File: src/rtl/fifo_arb_pkg.sv
// Shared types and width helpers for the FIFO write arbiter and its round-robin picker.
package fifo_arb_pkg;

  typedef enum logic {ARB_IDLE, ARB_BURST} arb_state_t;

  // Keeps vector widths legal when a count of 1 would give $clog2() == 0.
  function automatic int clog2_min1(input int n);
    return ($clog2(n) < 1) ? 1 : $clog2(n);
  endfunction

endpackage

File: src/rtl/rr_pick.sv
// Round-robin picker: returns the first set request at or after ptr, wrapping at N-1 -> 0.
module rr_pick
  import fifo_arb_pkg::*;
#(
  parameter int N  = 4,
  parameter int PW = clog2_min1(N)
) (
  input  logic [N-1:0]  req,
  input  logic [PW-1:0] ptr,
  output logic          any,
  output logic [PW-1:0] idx
);

  always_comb begin : pick
    int  c;
    logic found;
    any   = |req;
    idx   = '0;
    found = 1'b0;
    c     = 0;
    for (int k = 0; k < N; k++) begin
      c = int'(ptr) + k;
      if (c >= N) c = c - N;
      if (!found && req[c]) begin
        found = 1'b1;
        idx   = PW'(c);
      end
    end
  end

endmodule

File: src/rtl/fifo_wr_arbiter.sv
// Round-robin burst arbiter sharing one FIFO write port among NREQ producers; write path is combinational.
module fifo_wr_arbiter
  import fifo_arb_pkg::*;
#(
  parameter int NREQ      = 4,
  parameter int DWIDTH    = 16,
  parameter int MAX_BURST = 4
) (
  input  logic                     clk,
  input  logic                     rst,
  input  logic                     arb_en,
  input  logic [NREQ-1:0]          req_valid,
  input  logic [NREQ*DWIDTH-1:0]   req_data,
  input  logic [NREQ-1:0]          req_last,
  output logic [NREQ-1:0]          req_ready,
  input  logic                     fifo_full,
  output logic                     fifo_wr_en,
  output logic [DWIDTH-1:0]        fifo_din,
  output logic [$clog2(NREQ)-1:0]  fifo_src,
  output logic                     busy
);

  localparam int GW = clog2_min1(NREQ);
  localparam int CW = clog2_min1(MAX_BURST + 1);

  arb_state_t      state, state_nxt;
  logic [GW-1:0]   grant, grant_nxt;
  logic [GW-1:0]   rr_ptr, rr_ptr_nxt;
  logic [CW-1:0]   beat_cnt, beat_cnt_nxt;

  logic            pick_any;
  logic [GW-1:0]   pick_idx;
  logic            sel_valid;
  logic            sel_last;
  logic [DWIDTH-1:0] sel_data;
  logic            in_burst;
  logic            beat;

  rr_pick #(
    .N  (NREQ),
    .PW (GW)
  ) u_rr_pick (
    .req (req_valid),
    .ptr (rr_ptr),
    .any (pick_any),
    .idx (pick_idx)
  );

  // Only the granted requester's lanes are ever looked at.
  always_comb begin
    sel_valid = 1'b0;
    sel_last  = 1'b0;
    sel_data  = '0;
    for (int i = 0; i < NREQ; i++) begin
      if (grant == GW'(i)) begin
        sel_valid = req_valid[i];
        sel_last  = req_last[i];
        sel_data  = req_data[i*DWIDTH +: DWIDTH];
      end
    end
  end

  assign in_burst = (state == ARB_BURST);
  assign beat     = in_burst & sel_valid & ~fifo_full;

  always_comb begin
    state_nxt    = state;
    grant_nxt    = grant;
    rr_ptr_nxt   = rr_ptr;
    beat_cnt_nxt = beat_cnt;
    case (state)
      ARB_IDLE: begin
        if (arb_en && pick_any) begin
          grant_nxt    = pick_idx;
          beat_cnt_nxt = '0;
          state_nxt    = ARB_BURST;
        end
      end
      ARB_BURST: begin
        if (beat) begin
          beat_cnt_nxt = beat_cnt + 1'b1;
          if (sel_last || (beat_cnt == CW'(MAX_BURST - 1))) begin
            rr_ptr_nxt = (grant == GW'(NREQ - 1)) ? '0 : grant + 1'b1;
            state_nxt  = ARB_IDLE;
          end
        end
      end
      default: state_nxt = ARB_IDLE;
    endcase
  end

  always_ff @(posedge clk or posedge rst) begin
    if (rst) begin
      state    <= ARB_IDLE;
      grant    <= '0;
      rr_ptr   <= '0;
      beat_cnt <= '0;
    end else begin
      state    <= state_nxt;
      grant    <= grant_nxt;
      rr_ptr   <= rr_ptr_nxt;
      beat_cnt <= beat_cnt_nxt;
    end
  end

  always_comb begin
    req_ready = '0;
    for (int i = 0; i < NREQ; i++) begin
      req_ready[i] = in_burst & (grant == GW'(i)) & ~fifo_full;
    end
  end

  assign fifo_wr_en = beat;
  assign fifo_din   = beat ? sel_data : '0;
  assign fifo_src   = grant;
  assign busy       = in_burst;

endmodule

File: config.mk
export PLATFORM = sky130hd
export DESIGN_NAME = fifo_wr_arbiter
export DESIGN_NICKNAME = d
export VERILOG_FILES = /design/src/rtl/fifo_arb_pkg.sv /design/src/rtl/rr_pick.sv /design/src/rtl/fifo_wr_arbiter.sv
export SDC_FILE = /design/constraint.sdc
export NUM_CORES = 1
export LEC_CHECK = 0
export CAP_MARGIN = 15
export CELL_PAD_IN_SITES_DETAIL_PLACEMENT = 0
export CELL_PAD_IN_SITES_GLOBAL_PLACEMENT = 1
export CORE_MARGIN = 1
export CORE_UTILIZATION = 20
export CTS_CLUSTER_DIAMETER = 40
export DETAILED_ROUTE_END_ITERATION = 8
export HOLD_SLACK_MARGIN = 0.03
export PLACE_DENSITY = 0.92
export RECOVER_POWER = 25
export SLEW_MARGIN = 20
export SYNTH_ARGS = -nofsm -noshare
export SYNTH_HDL_FRONTEND = slang
export SYNTH_HIERARCHICAL = 1
export SYNTH_SLANG_ARGS = --single-unit
File: constraint.sdc
create_clock -name clk -period 2.7 [get_ports clk]
set_input_delay 0.54 -clock clk [delete_from_list [all_inputs] [get_ports clk]]
set_output_delay 0.54 -clock clk [all_outputs]
set_load 0.02 [all_outputs]
=== After elaboration in Yosys (flattened, before gate mapping) ===
Cells that the tools add are included.

* Add/subtract/negate cells: 9
* Multiply operators: 0
* Div/mod/pow operators: 0
* Order comparisons: 8
* Equality and inequality tests: 6
* Shifts and indexed selects: 0
* Multiplexer cells: 44
* Bitwise gates (word level): 12
* Reductions and logical operators: 13

{| class="wikitable"
|+ Operators by type and width
! cell !! number
|-
| 32-bit by 4-bit less-than comparator with 1-bit output, second input constant || 4
|-
| 32-bit 2-to-1 mux || 4
|-
| 32-bit by 4-bit greater-or-equal comparator with 1-bit output, second input constant || 3
|-
| 32-bit by 4-bit subtractor with 32-bit output, second input constant || 3
|-
| 16-bit 2-to-1 mux || 5
|-
| 1-bit 2-to-1 mux || 22
|-
| 1-bit bitwise AND || 10
|-
| 2-bit 2-to-1 mux || 5
|-
| 1-bit binary-select mux with 2-bit select || 4
|-
| 2-bit by 2-bit adder with 3-bit output, second input constant || 2
|-
| 3-bit 2-to-1 mux || 2
|-
| 3-bit one-hot mux with 2 select lines || 1
|-
| 2-bit == test, second input constant || 2
|-
| 1-bit logical AND || 4
|-
| 2-bit AND reduction || 2
|-
| 4-bit OR reduction || 1
|-
| 2-bit by 3-bit subtractor with 4-bit output, second input constant || 1
|-
| 2-bit by 1-bit adder with 3-bit output, second input constant || 1
|-
| 3-bit by 1-bit adder with 3-bit output, second input constant || 1
|-
| 3-bit by 2-bit == test with 1-bit output, second input constant || 1
|-
| 2-bit by 3-bit greater-or-equal comparator with 1-bit output, second input constant || 1
|-
| 1-bit logical NOT || 3
|-
| 3-bit AND reduction || 1
|-
| 2-bit by 1-bit adder with 2-bit output, second input constant || 1
|-
| 7 further kinds || 8
|}

* Bits in registers: 8
* Bits in latches: 0
* Memory bits (writable): 0
* ROM bits: 0
* Output and inout bits: 24
* Word-level logic and storage cells: 96
* Memories kept: 0

=== Depth between registers and ports, before layout ===
Gate-level depths: netlist of the first run.

* Depth after elaboration: 15
* Depth in mapped cells: 8

=== By module ===
The synthesis of the first run kept the hierarchy.

{| class="wikitable"
|+ By module, submodules not included
! module !! times used !! cells each !! area each (um^2) !! seq. area each (um^2)
|-
| fifo_wr_arbiter || 1 || 130 || 1044.8 || 200.2
|-
| rr_pick || 1 || 15 || 77.6 || 0.0
|}

=== Worst setup path after synthesis of the first run ===
OpenSTA, ideal clock, no wires.

* Path type: reg2out
* Start point: register grant[0] (netlist: fifo_src[0])
* End point: output fifo_din[10]
* Arrival: 1.783 ns
* Required time: 2.160 ns
* Path slack: 0.377 ns
* Stages on the path, launching flop included: 9
* Path buffers: 2
* Path through: dfrtp_1 -> inv_1 -> ha_1 -> nor2b_1 -> buf_2 -> buf_6 -> a221o_1 -> o211ai_1 -> a21oi_1

* Longest elaborated chain between the ends: 8
* Elaborated cells between the ends (all ways): 15
* Those cells by class: 3 x eq/ne; 9 x mux; 2 x bitwise; 1 x reduce/logical

{| class="wikitable"
|+ RTL lines
! item !! line !! text
|-
| from (decl) || fifo_wr_arbiter.sv:27 || <nowiki>logic [GW-1:0] grant, grant_nxt;</nowiki>
|-
| from (signal assigned) || fifo_wr_arbiter.sv:100 || <nowiki>grant <= grant_nxt;</nowiki>
|-
| 2-bit logical NOT || fifo_wr_arbiter.sv:55 || <nowiki>if (grant == GW'(i)) begin</nowiki>
|-
| 1-bit 2-to-1 mux (4 in a row) || fifo_wr_arbiter.sv:55 ||
|-
| 1-bit bitwise AND (2 in a row) || fifo_wr_arbiter.sv:64 || <nowiki>assign beat = in_burst & sel_valid & ~fifo_full;</nowiki>
|-
| 16-bit 2-to-1 mux * || fifo_wr_arbiter.sv:114 || <nowiki>assign fifo_din = beat ? sel_data : '0;</nowiki>
|-
| to (decl) || fifo_wr_arbiter.sv:18 || <nowiki>output logic [DWIDTH-1:0] fifo_din,</nowiki>
|}

Mark *: on every way between the ends. The rest lies on a longest branch, timed or not.

=== Final worst setup path of the first run ===
* Start point: input fifo_full
* End point: output fifo_din[15]

* Longest elaborated chain between the ends: 3

{| class="wikitable"
|+ RTL lines
! item !! line !! text
|-
| from (decl) || fifo_wr_arbiter.sv:16 || <nowiki>input logic fifo_full,</nowiki>
|-
| 1-bit inverter || fifo_wr_arbiter.sv:64 ||
|-
| 1-bit bitwise AND || fifo_wr_arbiter.sv:64 ||
|-
| 16-bit 2-to-1 mux || fifo_wr_arbiter.sv:114 ||
|}

Every way passes these cells.

==> results list, run 1 <==
- The run finished with clean final reports.
- Die X: 76.9 µm
- Dividing the detail-routed wire length by the instance count gives 14.2 µm.
- Average via count per standard cell: 4.81
- Setup violations remaining at the end of the flow were counted as 0.
- Counting instances, the worst hold path has a depth of 1.
- Count of routing violations after the opening detailed-route iteration: 42
- Crit path setup slack, layout: 91.8 ps
- Count of pins over their slew limit: 0
- Clock transition at path regs: 40 ps
- Buffer depth of the longest clock path: 2
- Total number of yosys warnings: 6
* Critical R2R Launch: fifo_src[1]
* Synthesized Nets: 227
- At the worst endpoint, the arrival time is 2070 ps.
* Power share of the clock group: 6.9%
- Sorting the synthesized cells by area gives the leading types as dfrtp_1, a221o_1, o211ai_1, a21oi_1, nand2_1.
- Count of clock tree sinks: 8
- For this run, the number of standard cells in the final layout without fillers is 326.
* Class of the most critical setup path: in2out
* Static leakage: 0.999 nW
* Worst reg2reg setup slack: 750 ps
* Via count of the first global-routing pass: 1553
- Slew at the pin closest to its max-slew limit: 316 ps
- Worst supply voltage drop on vdd: 0.000530 V
- The path with the worst hold slack has its endpoint at beat_cnt[0].
- Num CTS Buffers: 3
- Before antenna repair, the detailed router went through 4 iterations.
- Critical path peak fanout: 18
- Adder and majority gate portion of the synthesized area: 6.69%
- Fmax achieved: 0.383 GHz
- Number of flops mapped to enable cells by yosys: 0
- I/O pin cnt: 100
- The slowest stage of the critical path is the clkdlybuf4s50_1 cell.
- Power after layout: 2.08 mW
* Post-synthesis compound-gate area fraction: 42.3%
* Worst hold margin: 493 ps
- Path depth of the worst reg2reg path: 7
* Share of Yosys cell area claimed by the top area cell type: 17.8%
* Comb pwr share: 81.6%
- Top post-synthesis cells by count: a21oi_1, nand2_1, a221o_1
- Summing the areas of all xor and xnor instances in the mapped netlist gives 0% of the synthesized area.
- Register bit total from synthesis: 8
- Fin nets: 340
* Remaining routing DRC violations: 0
* Floorplan die area: 5920 µm²
- Cells with a size suffix above 1 make up 16.0% of the layout.
* Maximum number of pins on one net before global-route repair: 19
- Internal power component: 1.14 mW
- The initial utilization of the core area, before any placement, comes to 21.3%.
- Most area-hungry cell type in the Yosys netlist: dfrtp_1
- The share of total power dissipated in sequential elements is 11.5%.
* Diodes inserted: 0
- Worst-case headroom to the max-slew limit: 78.9%
- TritonCTS clock tree: done
- Number of max-capacitance violations reported: 0
* Final critical-path required period: 2610 ps
* Remaining number of nets flagged by the antenna check after routing: 0
- Global placer's final weighted congestion: 0.794
- Overflow left after global routing: 0
- Start point of the worst min-delay path: beat_cnt[0]
- Across the routed clock network, the largest skew measured is 0.485 ps.
- After Yosys synthesis, and, or, nand and nor cells account for 14.4% of the synthesized area.
- Setup repair after global routing left no endpoint under its margin.
* Layout overhead on the synthesized area: 107%
* Number of core rows: 26
- Overall routed net length: 4.63 mm
- Initial antenna violation count: 0
- After synthesis, the share of flip-flops with an asynchronous set or reset is 100%.
- IO buf count: 99
* Global-route wire length before repair: 7.33 mm
- Sum of net half-perimeters after detailed placement: 3.64 mm
- Unique masters post-synth: 30
- CP endpoint kind: output port
- Most repeated cell in the gate-level netlist after synthesis: a21oi_1
- Multiplexer cells account for 7.36% of the synthesized area.
- Net switching power: 0.934 mW
- On the worst path, the slowest cell contributes a delay of 390 ps.
- Cells fill 44.2% of the core in the end.
- Routed vias: 1567
* Critical path required time: 2160 ps
- Counting every instance in the synthesized netlist gives 145.
- Final hold viol count: 0
- CTS hold repair buffers: 0
* Endpoint of the lowest-slack register-to-register path: rr_ptr[1]
- Average instance area after synthesis: 7.74 µm²
- In this run the cell area of the synthesized design comes to 1120 µm².
* Power density of the placed cells: 893 nW/µm²
- Worst setup timing slack at the placement stage: -210 ps
- STA classifies the critical path startpoint as an input port.
- In the synthesized netlist the dominant register cell turns out to be dfrtp_1.
* Chip height: 76.9 µm
* GRT Overall Usage: 15.2%
* Share of synthesized area occupied by flip-flops and latches: 17.8%
* Worst min-delay path category: reg2reg
- Final clock period utilization by the worst path: 96.6%
- Library cell used as clock root buffer: clkbuf_8
* Ordered list of cells on the worst path: clkdlybuf4s50_1, and2b_1, o311a_1, nand2_1, buf_12, a21oi_1, dlygate4sd2_1
- Including well taps, the total number of placed cells is 323.
- CTS built an H-tree with a depth of 1.
- The total area inside the core boundary comes to 5270 µm².
* Clock insertion delay at the later pin of the skew report: 220 ps
- Net Sw Frac: 44.9%
* Largest family of logic cells by synthesized area: compound AO/OA/AOI/OAI gates
critical path: cells and delay by family:
family,cells,cell delay (ps)
AOI/OAI and AO/OA,2,300
buffers and inverters,3,900
and+or+nand+nor,2,320
routing by layer:
| metal | vias to the layer above | global-route usage [%] | wire (µm) |
|---|---|---|---|
| li1 | 767 | - | - |
| met1 | 729 | 17.1 | 1920 |
| met2 | 69 | 29.7 | 2340 |
| met3 | 2 | 2.50 | 355 |
| met4 | 0 | 2.88 | 14 |
| met5 | - | 0 | 0 |
layout by cell type, fill, tap and decap left out, types with 2 or more instances in the layout:
| master | n |
|---|---|
| o211ai_1 | 16 |
| mux2_4 | 2 |
| mux2i_1 | 3 |
| nor2_1 | 3 |
| a21oi_1 | 22 |
| nand3b_1 | 2 |
| a221o_1 | 17 |
| nand2_1 | 21 |
| ha_1 | 5 |
| clkdlybuf4s15_1 | 2 |
| nand2b_1 | 2 |
| buf_4 | 18 |
| dlygate4sd2_1 | 10 |
| buf_12 | 3 |
| inv_2 | 3 |
| clkbuf_8 | 3 |
| and2_1 | 4 |
| clkdlybuf4s50_1 | 81 |
| mux2_2 | 2 |
| clkbuf_2 | 5 |
| inv_1 | 11 |
| dfrtp_1 | 7 |
flip-flops by register name, summed over array words and instances, names as in the netlist:
| register | cells |
|---|---|
| beat_cnt | 3 |
| busy | 1 |
| fifo_src | 2 |
| rr_ptr | 2 |
worst max-delay path by stage:
stage / start / end
finish: fifo_full / fifo_din[15]
global route: fifo_src[0] / fifo_din[11]
CTS: fifo_src[1] / fifo_din[2]
detailed placement: fifo_full / fifo_din[2]
global placement: fifo_full / fifo_din[8]
floorplan: fifo_src[0] / fifo_din[10]
area by class of cell:
class	count	area (µm²)
fill	543	2940
timing repair buffer	120	1150
multi-input combinational	111	796
sequential	8	201
tap	70	87.6
inverter	14	52.6
clock buffer	3	41.3
metrics by stage:
step                      instance area, µm²  setup TNS [ps]
final                                   2330               0
after global routing                    2330               0
after CTS                               2340               0
after detailed placement                2320           -3220
after global placement                  2320           -2500
after floorplan                         1120               0
kinds of logic after synthesis:
family | Yosys count
AO/OA/AOI/OAI | 63
AND/OR/NAND/NOR | 35
buffers and inverters | 26
flip-flops | 8
multiplexers | 7
adder cells (fa/ha/maj) | 6
power by group through the flow:
stage	combinational, mW	sequential [mW]	clock (mW)
after global routing	1.86	0.249	0.151
final	1.70	0.239	0.143
after global placement	1.77	0.234	0
after CTS	1.73	0.238	0.144
after floorplan	1.04	0.251	0
after detailed placement	1.79	0.239	0
repair_timing:
item,in CTS,in global routing
gates resized for setup,18,13
endpoints found under the setup margin,17,17
setup buffers,0,0
gates cloned,0,0
(Power assumes the default switching activity.)
==> run 2: changes to the inputs <==
--- a/config.mk
+++ b/config.mk
@@ -10,6 +10,7 @@
 export CELL_PAD_IN_SITES_GLOBAL_PLACEMENT = 1
 export CORE_MARGIN = 1
 export CORE_UTILIZATION = 20
+export CTS_BUF_LIST = sky130_fd_sc_hd__clkbuf_16
 export CTS_CLUSTER_DIAMETER = 40
 export DETAILED_ROUTE_END_ITERATION = 8
 export HOLD_SLACK_MARGIN = 0.03
==> constraint.sdc (replaced) <==
create_clock -name clk -period 2.6 [get_ports clk]
set_input_delay 0.52 -clock clk [delete_from_list [all_inputs] [get_ports clk]]
set_output_delay 0.52 -clock clk [all_outputs]
set_load 0.02 [all_outputs]
==> run 2 against run 1 <==
Net effect: combinational power up 5%; die area did not move; total power up 10%; sequential power barely moved; critical path depth decreased by 2; first-iteration DRC count fell by 36%; utilization increased by 0.38 points; routed wire length increased by 0.63%; worst setup slack worse by 16 ps; critical path type unchanged.
==> results list, run 2 (synthesized netlist as in run 1, its figures left out) <==
* Comb pwr share: 78.2% (was 81.6%)
* Worst supply voltage drop on vdd: 0.000505 V (was 0.000530 V)
- The number of buffers and inverters on the critical path is 3 (unchanged).
- The maximum number of pins on one net before global-route repair was 19 (unchanged).
- Final clock period utilization by the worst path: 97.1%
- The start point of the critical path is fifo_full (unchanged).
* Cell depth of the worst min-delay path: 1 (unchanged)
- Fraction of final layout cells with drive strength greater than 1: 21.1% (was 16.0%)
- I/O pin cnt: 100 (unchanged)
* Starting density of the core: 21.3% (unchanged)
- The cell-internal power was 1.30 mW (was 1.14 mW).
- Final hold viol count: 0 (unchanged)
- Most Frequent Cell on Critical Path: clkdlybuf4s50_1
* Power density of the placed cells: 975 nW/µm² (was 893 nW/µm²)
- The growth of design area from synthesis to finish came to 109% (was 107%).
* Clock transition at path regs: 30 ps (was 40 ps)
- The initial antenna violation count came to 0 (unchanged).
* Data arrival time of the critical path: 2000 ps (was 2070 ps)
- IO buf count: 99 (unchanged)
* Endpoint of the lowest-slack register-to-register path: rr_ptr[0] (was rr_ptr[1])
- The flip-flop count of the largest register after layout came to 3 (unchanged).
- Path depth of the worst reg2reg path: 7 (unchanged)
- The remaining global-route overflow came to 0 (unchanged).
- GRT Overall Usage: 15.2% (unchanged)
- Element type at the critical path start: input port (unchanged)
* Critical path peak fanout: 4 (was 18)
- Diodes inserted: 0 (unchanged)
- Library cell used as clock root buffer: clkbuf_16 (was clkbuf_8)
* Sum of net half-perimeters after detailed placement: 3.61 mm (was 3.64 mm)
* Part of the total power dissipated in sequential elements: 10.6% (was 11.5%)
- The clock network fraction of total power was 11.2% (was 6.9%).
- The routability congestion estimate from global placement is 0.791 (was 0.794).
* Num CTS Buffers: 3 (unchanged)
* Routed vias: 1566 (was 1567)
- The type of destination of the critical path is an output port (unchanged).
- Most frequent standard cell in the layout excluding fill and tap cells: clkdlybuf4s50_1 (unchanged)
- The net total in the final layout came to 345 (was 340).
- The register with the most flip-flops is beat_cnt (unchanged).
- The fraction of power spent switching nets came to 43.1% (was 44.9%).
* Filler Cell Count: 544 (was 543)
- The number of setup violations in the final report is 0 (unchanged).
- Critical path required time: 2080 ps (was 2160 ps)
- Outcome: finished, final reports clean (unchanged).
- The routed length per instance is 14.1 µm (was 14.2 µm).
* Via count of the first global-routing pass: 1530 (was 1553)
- Area taken by flip-flops and latches: 200 µm² (was 201 µm²)
- The area taken by multi-input logic gates is 790 µm² (was 796 µm²).
- Number of levels the H-tree was split into: 1 (unchanged)
* Number of core rows: 26 (unchanged)
- Global-route wire length before repair: 7.33 mm (about the same)
* Final total negative setup slack: 0 ps (unchanged)
* Area post-placement: 2340 µm² (was 2320 µm²)
* Count of pins over their slew limit: 0 (unchanged)
- Most frequent cells in the layout: clkdlybuf4s50_1, buf_4, a21oi_1 (was clkdlybuf4s50_1, a21oi_1, nand2_1)
- Based on the critical path, the design can be clocked at up to 0.396 GHz.
* Worst-case headroom to the max-slew limit: 79.7% (was 78.9%)
- The classification of the worst-slack hold path is reg2reg (unchanged).
* Slowest cell on the critical path: clkdlybuf4s50_1 (unchanged)
- Floorplan die area: 5920 µm² (unchanged)
- The violation count after the first detailed-route iteration came to 27 (was 42).
* Final Instance Area: 2350 µm² (was 2330 µm²)
* Number of logic stages on the critical path including buffering: 5 (was 7)
- Slowest Stage Delay on Critical Path: 540 ps (was 390 ps)
* Last element of the critical path: req_ready[0] (was fifo_din[15])
* Start point of the worst min-delay path: beat_cnt[0] (unchanged)
* Worst setup timing slack at the placement stage: -274 ps (was -210 ps)
- Cells after DPL: 326 (was 323)
* Final critical-path required period: 2520 ps
- RSZ-0062 raised after global routing: true (was false)
* Average via count per standard cell: 4.73 (was 4.81)
- Slew at the pin closest to its max-slew limit: 305 ps (was 316 ps)
- The largest delay contributor family on the critical path is buffers and inverters (unchanged).
- The source of the worst register-to-register timing path was fifo_src[1] (unchanged).
* Clock insertion delay at the later pin of the skew report: 230 ps (was 220 ps)
* Core footprint: 5270 µm² (unchanged)
- Net switching power: 0.986 mW (was 0.934 mW)
- The clock net sink count was 8 (unchanged).
- The slack of the worst reg-to-reg path is 620 ps (was 750 ps).
- The leakage power summed over all cells was 1.01 nW (was 0.999 nW).
* Buffer depth of the longest clock path: 2 (unchanged)
* Final non-filler cell total: 331 (was 326)
* Die X: 76.9 µm (unchanged)
- The number of iterations in the first detailed-routing pass is 4 (unchanged).
- The clock skew after layout came to 3.19 ps (was 0.485 ps).
- The final wirelength is 4.66 mm (was 4.63 mm).
- Ordered list of cells on the worst path: clkdlybuf4s50_1, and2b_1, buf_4, and2_1, clkdlybuf4s50_1 (was clkdlybuf4s50_1, and2b_1, o311a_1, nand2_1, buf_12, a21oi_1, dlygate4sd2_1).
- The TritonCTS clock tree is done (unchanged).
- The chip height is 76.9 µm (unchanged).
- Worst hold margin: 499 ps (was 493 ps)
- The kind of critical path is in2out (unchanged).
- The count of unresolved DRC violations after routing is 0 (unchanged).
- Number of max-capacitance violations reported: 0 (unchanged)
- The slack of the critical path is 75.6 ps (was 91.8 ps).
- Remaining number of nets flagged by the antenna check after routing: 0 (unchanged)
[run 2: changes by cell type in the layout (fill, tap and decap cells not counted), moves of 2 or more]
cell	before	now
clkbuf_2	5	16
dlygate4sd2_1	10	1
clkdlybuf4s15_1	2	0
clkbuf_16	0	3
buf_4	18	23
clkbuf_8	3	0
[run 2: what timing repair did]
action | CTS | global route
cloned | 0 | 0
buffers inserted | 1 | 1
hold buffers | 0 | 0
setup endpoints to repair | 17 | 17
gates resized for setup | 21 | 29
endpoints found under the hold margin | 0 | 0
[run 2: routing by layer]
metal	global-route usage, %	vias up	share of wire, %
met4	2.31	0	0
met5	0	-	0
li1	-	779	-
met1	18.6	716	42
met2	27.9	71	50
met3	2.74	0	7.8
[run 2: cell type report]
class                      count  share of cell area [%]
inverter                      14                    2.24
sequential                     8                    8.53
timing repair buffer         125                    48.7
multi-input combinational    111                    33.6
tap                           70                    3.73
clock buffer                   3                    3.20
[run 2: metrics by stage]
| stage | utilization, % | total power [mW] |
|---|---|---|
| 2_1_floorplan | - | 1.34 |
| 3_3_place_gp | 44.4 | 2.11 |
| 3_5_place_dp | 44.4 | 2.13 |
| 4_1_cts | 45.7 | 2.35 |
| 5_1_grt | 44.5 | 2.48 |
| 6_report | 44.5 | 2.29 |
[run 2: power by group through the flow]
stage	sequential (mW)	clock, mW	combinational (mW)
after detailed placement	0.245	0	1.89
after global routing	0.252	0.269	1.96
after CTS	0.243	0.263	1.84
after global placement	0.240	0	1.87
final	0.242	0.257	1.79
after floorplan	0.261	0	1.08
[run 2: how the worst min path moves through the flow]
stage	endpoint	slack (ps)
after floorplan	beat_cnt[0]	340
after global placement	beat_cnt[0]	470
after detailed placement	beat_cnt[0]	510
after CTS	beat_cnt[0]	520
after global routing	beat_cnt[0]	540
final	beat_cnt[0]	500
[run 2: worst reg2reg max path: stages (launching register included)]
cell	delay (ps)
dfrtp_1	380
inv_1	80
ha_1	200
buf_4	180
nand3b_1	160
a221oi_1	270
o211a_2	290
mux2_4	310
==> run 3: changes to the inputs <==
--- a/config.mk
+++ b/config.mk
@@ -5,16 +5,16 @@
 export SDC_FILE = /design/constraint.sdc
 export NUM_CORES = 1
 export LEC_CHECK = 0
-export CAP_MARGIN = 15
 export CELL_PAD_IN_SITES_DETAIL_PLACEMENT = 0
 export CELL_PAD_IN_SITES_GLOBAL_PLACEMENT = 1
+export CORE_ASPECT_RATIO = 0.7
 export CORE_MARGIN = 1
-export CORE_UTILIZATION = 20
+export CORE_UTILIZATION = 18
 export CTS_BUF_LIST = sky130_fd_sc_hd__clkbuf_16
 export CTS_CLUSTER_DIAMETER = 40
 export DETAILED_ROUTE_END_ITERATION = 8
 export HOLD_SLACK_MARGIN = 0.03
-export PLACE_DENSITY = 0.92
+export PLACE_DENSITY = 0.88
 export RECOVER_POWER = 25
 export SLEW_MARGIN = 20
 export SYNTH_ARGS = -nofsm -noshare
==> constraint.sdc (replaced) <==
create_clock -name clk -period 2.1 [get_ports clk]
set_input_delay 0.42 -clock clk [delete_from_list [all_inputs] [get_ports clk]]
set_output_delay 0.42 -clock clk [all_outputs]
set_load 0.02 [all_outputs]
==> run 3 against run 2 <==
Net effect: the run now ends with setup timing left; critical path depth up 4; critical endpoint is now fifo_din[8]; largest cell class unchanged; via count up 2.0%; highest routed layer is now met4; combinational power up 55%; clock-buffer cell count unchanged; cell count up 3.3%; design area up 13%; routed wire length up 8.3%.
==> results list, run 3 (synthesized netlist as in run 1, its figures left out) <==
- Outcome: finished with violations (was finished, final reports clean).
- Violations in the final reports: setup timing
- The total half-perimeter wirelength after legalization and detailed placement was 3.80 mm (was 3.61 mm).
- Worst Skew: 3.56 ps (was 3.19 ps)
- Remaining routing DRC violations: 0 (unchanged)
- Global-route wire length before repair: 7.25 mm (was 7.33 mm)
* Floorplan die area: 6560 µm² (was 5920 µm²)
- Starting density of the core: 19.1% (was 21.3%)
* Start point of the worst min-delay path: beat_cnt[0] (unchanged)
- The max-cap violation count is 0 (unchanged).
- The worst-case clock buffer depth came to 2 (unchanged).
- Data arrival time of the critical path: 1860 ps (was 2000 ps)
* Count of routing violations after the opening detailed-route iteration: 42 (was 27)
- Based on the critical path, the design can be clocked at up to 0.438 GHz.
- Max reg flops: 3 (unchanged)
* Cells after DPL: 332 (was 326)
- Num CTS Buffers: 3 (unchanged)
- The leakage power summed over all cells is 1.09 nW (was 1.01 nW).
* Share of the core filled with cells in the final layout: 45.0% (was 44.5%)
- Area taken by flip-flops and latches: 203 µm² (was 200 µm²)
- Final total negative setup slack: -2540 ps (was 0 ps)
- Number of levels the H-tree was split into: 1 (unchanged)
- The hold-critical path endpoint was beat_cnt[0] (unchanged).
- The routability congestion estimate from global placement was 0.821 (was 0.791).
- Layout overhead on the synthesized area: 135% (was 109%)
* Count of pins over their slew limit: 0 (unchanged)
- The CTS root buffer was clkbuf_16 (unchanged).
- Final clock period utilization by the worst path: 109%
- The slack of the worst reg-to-reg path is 60 ps (was 620 ps).
- Mean routed wirelength per cell: 14.8 µm (was 14.1 µm)
- Final hold viol count: 0 (unchanged)
* Multi-input logic area: 933 µm² (was 790 µm²)
- The path depth of the worst reg2reg path is 8 (was 7).
* Chip height: 68.1 µm (was 76.9 µm)
- The pre-CTS setup slack came to -615 ps (was -274 ps).
- The normalized max-slew margin was 79.6% (was 79.7%).
- The most frequent standard cell in the layout excluding fill and tap cells is clkdlybuf4s50_1 (unchanged).
- Final Instance Area: 2640 µm² (was 2350 µm²)
- Ordered list of cells on the worst path: inv_4, ha_4, buf_6, a211oi_2, o21ai_2, nand2_2, buf_6, a21oi_2, buf_4 (was clkdlybuf4s50_1, and2b_1, buf_4, and2_1, clkdlybuf4s50_1)
- The count of antenna diodes in the layout was 0 (unchanged).
- The routed via count is 1598 (was 1566).
- The number of placement rows came to 23 (was 26).
* RSZ-0062 raised after global routing: true (unchanged)
- Worst min-delay path category: reg2reg (unchanged)
- The total of fill cells in the finished design was 579 (was 544).
* Detailed-router iteration count before antenna repair: 4 (unchanged)
* Power after layout: 3.42 mW (was 2.29 mW)
- The required time of the worst setup path is 1680 ps (was 2080 ps).
* Final critical-path required period: 2280 ps
* CTS hold repair buffers: 0 (unchanged)
* Slew at the pin closest to its max-slew limit: 305 ps (about the same)
* Via count of the first global-routing pass: 1482 (was 1530)
- Crit path setup slack, layout: -181 ps (was 75.6 ps)
- The initial antenna violation count came to 0 (unchanged).
* I/O pin cnt: 100 (unchanged)
* Die X: 96.4 µm (was 76.9 µm)
- The final worst hold slack came to 479 ps (was 499 ps).
* Endpoint of the lowest-slack register-to-register path: rr_ptr[0] (unchanged)
- Remaining number of nets flagged by the antenna check after routing: 0 (unchanged)
- The total routing usage reported by global routing is 14.4% (was 15.2%).
- Slowest cell on the critical path: dfrtp_2 (was clkdlybuf4s50_1)
- First element of the critical path: fifo_src[0] (was fifo_full)
- The number of cells on the worst hold path is 1 (unchanged).
- Most frequent cells in the layout: clkdlybuf4s50_1, buf_4, nand2_1 (was clkdlybuf4s50_1, buf_4, a21oi_1).
- The final wirelength came to 5.05 mm (was 4.66 mm).
- Most Frequent Cell on Critical Path: buf_6 (was clkdlybuf4s50_1)
- Critical R2R Launch: fifo_src[1] (unchanged)
- The placed standard-cell area came to 2400 µm² (was 2340 µm²).
* Element type at the critical path start: flip-flop (was input port)
- The type of destination of the critical path is an output port (unchanged).
- The peak supply drop is 0.000647 V (was 0.000505 V).
- Class of the most critical setup path: reg2out (was in2out)
* Count of clock tree sinks: 8 (unchanged)
- Number of buffers and inverters on the critical path: 4 (was 3)
- Fin nets: 350 (was 345)
* Critical path's top delay family: buffers and inverters (unchanged)
- The clock network latency to the later pin of the worst-skew pair was 230 ps (about the same).
- The top fanout value on the critical path was 6 (was 4).
- The TritonCTS clock tree was done (unchanged).
- Fraction of final layout cells with drive strength greater than 1: 34.5% (was 21.1%)
- The number of setup violations in the final report was 17 (was 0).
- The final non-filler cell total is 342 (was 331).
* Clock transition at path regs: 40 ps (was 30 ps)
- The number of port buffers is 99 (unchanged).
- Maximum number of pins on one net before global-route repair: 17 (was 19)
- The vias per cell was 4.67 (was 4.73).
* Overflow left after global routing: 0 (unchanged)
- The worst stage delay on the critical path was 430 ps (was 540 ps).
* Largest Register: beat_cnt (unchanged)
- The power per unit of standard cell area came to 1290 nW/µm² (was 975 nW/µm²).
- The area of the core is 5870 µm² (was 5270 µm²).
[run 3: cell types whose count changed in the layout (fill, tap and decap cells not counted), sizes merged]
| cell | previous run | this run |
|---|---|---|
| buf | 26 | 48 |
| clkbuf | 19 | 6 |
| clkdlybuf4s50 | 81 | 76 |
| dlymetal6s2s | 0 | 1 |
| inv | 14 | 15 |
| clkdlybuf4s15 | 0 | 1 |
| dlygate4sd2 | 1 | 0 |
[run 3: layout make-up]
class / count / area share (%)
clock inverters: 1 / 0.142
repair buffers: 130 / 48.3
clock buffers: 3 / 2.84
inverters: 14 / 2.18
flip-flops and latches: 8 / 7.67
well taps: 75 / 3.55
multi-input cells: 111 / 35.3
[run 3: worst max path at each step]
stage / depth (start not counted) / to
2_1_floorplan: 8 / fifo_din[10]
3_3_place_gp: 7 / fifo_din[2]
3_5_place_dp: 7 / fifo_din[4]
4_1_cts: 8 / fifo_din[8]
5_1_grt: 9 / fifo_din[8]
6_report: 9 / fifo_din[8]
[run 3: metal layers]
metal / track usage (%) / share of wire [%] / vias up
met2: 24.4 / 44 / 68
met4: 2.21 / 0.49 / 0
met1: 18.8 / 44 / 735
met5: 0 / 0 / -
li1: - / - / 791
met3: 3.78 / 11 / 4
[run 3: report_power, final]
part | internal [mW] | switching (mW) | leakage (nW)
clock | 0.248 | 0.0773 | 0.0423
combinational | 1.46 | 1.31 | 0.955
sequential | 0.234 | 0.0904 | 0.0934
total | 1.94 | 1.48 | 1.09
[run 3: repair_timing]
item,CTS,global route
pin swaps,13,22
cloned,2,0
setup endpoints to repair,21,23
resized for setup,107,34
setup buffers,3,3
